[config.mk]
export PLATFORM = sky130hd
export DESIGN_NAME = if_prefetch_stage
export DESIGN_NICKNAME = d
export VERILOG_FILES = /design/src/rtl/if_prefetch_stage.sv
export SDC_FILE = /design/constraint.sdc
export NUM_CORES = 1
export LEC_CHECK = 0
export ABC_AREA = 1
export CAP_MARGIN = 20
export CORE_ASPECT_RATIO = 1.4
export CORE_UTILIZATION = 50
export CTS_BUF_LIST = sky130_fd_sc_hd__clkbuf_4 sky130_fd_sc_hd__clkbuf_8 sky130_fd_sc_hd__clkbuf_16
export DETAILED_ROUTE_END_ITERATION = 8
export PLACE_DENSITY = 0.88
export SLEW_MARGIN = 20
export SYNTH_ARGS = -nofsm -noshare
export SYNTH_HDL_FRONTEND = slang
export SYNTH_SLANG_ARGS = --single-unit
[constraint.sdc]
create_clock -name clk -period 4.5 [get_ports clk]
set_input_delay 0.675 -clock clk [delete_from_list [all_inputs] [get_ports clk]]
set_output_delay 0.675 -clock clk [all_outputs]
set_load 0.1 [all_outputs]
[src/rtl/if_prefetch_stage.sv]
// Instruction fetch stage: issues word requests to instruction memory, buffers
// in-order responses in a prefetch FIFO and presents them to ID with valid/ready.
module if_prefetch_stage #(
    parameter int unsigned WORD_WIDTH      = 32,
    parameter int unsigned FIFO_DEPTH      = 4,
    parameter int unsigned MAX_OUTSTANDING = 2
) (
    input  logic                  clk,
    input  logic                  rst_n,
    output logic                  instr_req_o,
    output logic [WORD_WIDTH-1:0] instr_addr_o,
    input  logic                  instr_gnt_i,
    input  logic                  instr_rvalid_i,
    input  logic [WORD_WIDTH-1:0] instr_rdata_i,
    input  logic                  fetch_en_i,
    input  logic [WORD_WIDTH-1:0] pc_start_address_i,
    input  logic                  branch_i,
    input  logic [WORD_WIDTH-1:0] branch_addr_i,
    input  logic                  ready_i,
    output logic                  valid_o,
    output logic [WORD_WIDTH-1:0] instruction_o,
    output logic [WORD_WIDTH-1:0] program_count_o,
    output logic                  empty_o
);

    localparam int unsigned PW = $clog2(FIFO_DEPTH);
    localparam int unsigned CW = $clog2(FIFO_DEPTH + 1);
    localparam int unsigned OW = $clog2(MAX_OUTSTANDING + 1);
    localparam int unsigned QW = (MAX_OUTSTANDING > 1) ? $clog2(MAX_OUTSTANDING) : 1;

    typedef struct packed {
        logic [WORD_WIDTH-1:0] addr;
        logic [WORD_WIDTH-1:0] instr;
    } fifo_entry_t;

    typedef enum logic [0:0] {
        S_IDLE = 1'b0,
        S_RUN  = 1'b1
    } state_t;

    state_t                r_state;
    state_t                w_state_next;
    logic [WORD_WIDTH-1:0] r_fetch_addr;
    logic [WORD_WIDTH-1:0] r_aq [MAX_OUTSTANDING];
    logic [QW-1:0]         r_aq_wr;
    logic [QW-1:0]         r_aq_rd;
    fifo_entry_t           r_fifo [FIFO_DEPTH];
    logic [PW-1:0]         r_wr_ptr;
    logic [PW-1:0]         r_rd_ptr;
    logic [CW-1:0]         r_count;
    logic [OW-1:0]         r_outstanding;
    logic [OW-1:0]         r_discard;

    logic                  w_credit;
    logic                  w_req_raw;
    logic                  w_gnt;
    logic                  w_rvalid;
    logic                  w_push;
    logic                  w_pop;
    logic [OW-1:0]         w_out_next;
    logic [CW-1:0]         w_count_next;
    fifo_entry_t           w_head;

    function automatic logic [QW-1:0] aq_inc(input logic [QW-1:0] p);
        if (32'(p) == 32'(MAX_OUTSTANDING - 1)) begin
            return '0;
        end
        return p + QW'(1);
    endfunction

    // Outstanding requests include those whose responses will be discarded.
    assign w_credit = ((32'(r_count) + 32'(r_outstanding)) < 32'(FIFO_DEPTH)) &&
                      (32'(r_outstanding) < 32'(MAX_OUTSTANDING));

    // A grant coinciding with a branch is still tracked so its response is dropped.
    assign w_gnt    = instr_gnt_i && w_req_raw;
    assign w_rvalid = instr_rvalid_i && (r_outstanding != '0);
    assign w_push   = w_rvalid && !branch_i && (r_discard == '0);
    assign w_pop    = valid_o && ready_i && !branch_i;

    always_ff @(posedge clk) begin
        if (!rst_n) begin
            r_state <= S_IDLE;
        end else begin
            r_state <= w_state_next;
        end
    end

    always_comb begin
        w_state_next = r_state;
        w_req_raw    = 1'b0;
        instr_req_o  = 1'b0;
        case (r_state)
            S_IDLE: begin
                if (fetch_en_i) begin
                    w_state_next = S_RUN;
                end
            end
            S_RUN: begin
                w_req_raw   = w_credit;
                instr_req_o = w_credit && !branch_i;
            end
            default: w_state_next = S_IDLE;
        endcase
        if (!fetch_en_i) begin
            w_state_next = S_IDLE;
        end
    end

    always_comb begin
        w_out_next = r_outstanding;
        if (w_gnt && !w_rvalid) begin
            w_out_next = r_outstanding + OW'(1);
        end else if (!w_gnt && w_rvalid) begin
            w_out_next = r_outstanding - OW'(1);
        end
        w_count_next = r_count;
        if (w_push && !w_pop) begin
            w_count_next = r_count + CW'(1);
        end else if (!w_push && w_pop) begin
            w_count_next = r_count - CW'(1);
        end
    end

    // Request-side bookkeeping: fetch address, in-flight counters, address queue pointers.
    always_ff @(posedge clk) begin
        if (!rst_n) begin
            r_fetch_addr  <= pc_start_address_i;
            r_outstanding <= '0;
            r_discard     <= '0;
            r_aq_wr       <= '0;
            r_aq_rd       <= '0;
        end else begin
            r_outstanding <= w_out_next;
            if (w_gnt) begin
                r_aq_wr <= aq_inc(r_aq_wr);
            end
            if (w_rvalid) begin
                r_aq_rd <= aq_inc(r_aq_rd);
            end
            if (branch_i) begin
                r_fetch_addr <= branch_addr_i;
                r_discard    <= w_out_next;
            end else begin
                if (w_gnt) begin
                    r_fetch_addr <= r_fetch_addr + WORD_WIDTH'(4);
                end
                if (w_rvalid && (r_discard != '0)) begin
                    r_discard <= r_discard - OW'(1);
                end
            end
        end
    end

    // Prefetch FIFO control; a branch empties it in one cycle.
    always_ff @(posedge clk) begin
        if (!rst_n) begin
            r_wr_ptr <= '0;
            r_rd_ptr <= '0;
            r_count  <= '0;
        end else if (branch_i) begin
            r_wr_ptr <= '0;
            r_rd_ptr <= '0;
            r_count  <= '0;
        end else begin
            r_count <= w_count_next;
            if (w_push) begin
                r_wr_ptr <= r_wr_ptr + PW'(1);
            end
            if (w_pop) begin
                r_rd_ptr <= r_rd_ptr + PW'(1);
            end
        end
    end

    always_ff @(posedge clk) begin
        if (w_gnt) begin
            r_aq[r_aq_wr] <= r_fetch_addr;
        end
        if (w_push) begin
            r_fifo[r_wr_ptr] <= '{addr: r_aq[r_aq_rd], instr: instr_rdata_i};
        end
    end

    always_ff @(posedge clk) begin
        if (rst_n) begin
            a_no_push_full: assert (!(w_push && (r_count == CW'(FIFO_DEPTH))));
        end
    end

    assign w_head          = r_fifo[r_rd_ptr];
    assign valid_o         = (r_count != '0);
    assign instruction_o   = valid_o ? w_head.instr : '0;
    assign program_count_o = valid_o ? w_head.addr  : '0;
    assign instr_addr_o    = r_fetch_addr;
    assign empty_o         = (r_count == '0) && (r_outstanding == '0);

endmodule

==> metrics.cfg <==
[synthesis]
syn_area_um2=15500
synth_cell_type_count=38
synth_enable_flop_cells=352
synth_cells=1307
ys_ff_latch=369
synthFlopType=edfxtp_1
yosysSeqAreaShare_pct=70.4
synth_warnings=0
postSynth.asyncResetShare_pct=0
synth_fp_nets=1420
synth_area_per_cell_um2=11.9

[worst_setup_path]
endpoint_kind=primary output
reg2reg_depth=14
rrSetupSlack_ps=1800
path_class=reg -> out
start_kind=flip-flop
required_ps=3830
worstReg2RegStart=r_outstanding[1]
crit_end=program_count_o[13]
arrival_ps=3220
worstPathMaxFanout=67
r2r_end=r_count[2]

[layout]
fin_cells=1914
syn_to_final_growth_pct=22.0
drive_gt1_share_pct=13.5
mostFrequentLayoutCell=edfxtp_1
n_antenna_cell=0
final_cell_mix=edfxtp_1, nor2_1, nand2_1
layout.nets=1617

[cts]
htreeDepth=2
cts_num_sinks=369
cts_tree=done
clkTransAtPathRegs_ps=60
clk_path_buf_depth=3
post_cts_buffers=0
cts_resized=0
clock-root-buffer=clkbuf_16
cts_hold_buf=0
clkLatencyLatePin_ps=530
numCtsBuffers=35

[die]
num_rows=75
die_w_um=151
start_util_pct=51.3
io_pins=202
die_h_um=210
design.die.area_um2=31700
core_um2=30200

[route]
highest_layer=met4
antenna_left=0
drt_iter0_drc=747
dr_wl_met3_um=2100
met1Wirelength_um=12800
wire_per_inst_um=17.9
met2WireLength_um=18300
via_count=10412
dr.pass1.iters=5
avgViaCountPerCell=5.44
routed_wl_um=34300
drc=0

[global_route]
grt_max_degree=68
grt_pass1_vias=10361
grtUsageTotal_pct=21.7
grt_overflow=0
grt_pass1_wl_um=52600
antenna_found_initial=0

[sta]
hold_violations=0
tightest_slew_ps=1060
rsz0062_at_grt=no
final-setup-viol-count=0
skew_ps=16.1
slew_headroom_pct=28.9
period_minus_slack_ps=3900
setup_tns_ps=0
slew_violations=0
fmax_mhz=257
period_share_pct=86.6

[placed_design]
io_buffers=201
place_hpwl_um=22300
place.gp.congestion=0.858
dp.cells=1852

[run]
maxCapViolCount=0

[power_and_ir_drop]
fin_total_pwr_uw=8300
powerDensity_nw_per_um2=439
leakage_uw=0.00672
peakVddDrop_v=0.000250

[worst_hold_path]
hp-class=reg -> reg

[status]
status=complete, no violations

==> logic make-up (layout without fill, tap and decap cells) <==
| family | Yosys count | in the layout | synth area share, % |
|---|---|---|---|
| AO/OA/AOI/OAI | 255 | 255 | 9.18 |
| flip-flops | 369 | 369 | 70.4 |
| multiplexers | 32 | 32 | 2.33 |
| XOR/XNOR | 10 | 10 | 0.565 |
| AND/OR/NAND/NOR | 515 | 515 | 13.5 |
| buffers and inverters | 116 | 338 | 3.14 |
| adder cells (fa/ha/maj) | 10 | 10 | 0.856 |
==> metrics by stage <==
stage                     setup slack, ps  util [%]  hold slack, ps  instance area, µm²
final                                 604      62.6             505               18900
after detailed placement             1200      58.7             488               17700
after CTS                             615      62.6             509               18900
after global routing                  436      62.6             525               18900
after global placement               1280      58.7             477               17700
after floorplan                       285         -             459               15500
==> power by group <==
part           leakage (µW)  switching (µW)  total [µW]  internal (µW)
registers           0.00336            89.6        4010           3920
clock network      0.000578            1220        3000           1780
logic               0.00278             953        1300            343
==> layout make-up <==
class	instances	area, µm²
clock buffers	42	928
repair buffers	220	1990
fillers	2246	11300
multi-input cells	822	4130
inverters	56	211
clock inverters	20	249
flip-flops and latches	369	10900
well taps	385	482
==> worst max-delay path: stages (launching register included) <==
cell and delay (ps):
dfxtp_4 350, buf_4 520, buf_4 710, nor2_1 110, nor2_1 120, o21ai_0 120, a21oi_1 340, buf_4 360
==> Yosys cell counts, types with 2 or more instances <==
cell      count  area (µm²)
nor3_2        2        20.0
mux2_2       30         338
o21ai_0     133         666
nand3_1      15        75.1
xnor2_1       3        26.3
a22o_1       22         193
nand4_1       3        18.8
nor2_1      317        1190
nand3_2       3        30.0
o21a_1        2        15.0
o21ai_1       3        15.0
nor2_2        4        25.0
o21bai_1      8        60.1
o211ai_1      9        67.6
o21bai_2      2        22.5
xor2_1        7        61.3
nand2_1     149         559
buf_4         3        22.5
a21oi_1      75         375
inv_2         6        22.5
nor3_1        2        10.0
buf_1        10        37.5
nor2_4        5        56.3
buf_2        26         130
clkbuf_1     20        75.1
edfxtp_1    352       10600
ha_1          9         113
dfxtp_1      17         340
mux2_1        2        22.5
nand3b_1      9        67.6
nand2_2       3        18.8
inv_1        50         188
==> sequential cells by signal, indices dropped and copies added (netlist names), named ones only <==
name / cells
r_aq_rd: 1
r_fifo: 256
r_rd_ptr: 2
r_aq: 64
r_state: 1
r_discard: 2
r_count: 3
r_aq_wr: 1
r_outstanding: 2
r_wr_ptr: 2
instr_addr_o: 32
==> routing by layer <==
| metal | global-route usage, % | vias to the layer above |
|---|---|---|
| met3 | 3.35 | 75 |
| met2 | 40.2 | 392 |
| li1 | - | 4975 |
| met4 | 8.97 | 0 |
| met5 | 0 | - |
| met1 | 24.4 | 4970 |
==> worst min path at each step <==
stage	cells past startpoint	startpoint	end	slack, ps
4_1_cts	2	r_aq_rd	flip-flop	510
5_1_grt	0	instr_addr_o[1]	r_aq[1][1]	520
3_3_place_gp	2	r_discard[1]	r_discard[1]	480
3_5_place_dp	2	r_discard[1]	r_discard[1]	490
6_report	2	r_aq_rd	flip-flop	510
2_1_floorplan	2	r_discard[1]	r_discard[1]	460
Note: power is estimated with default switching activity, not from simulation.
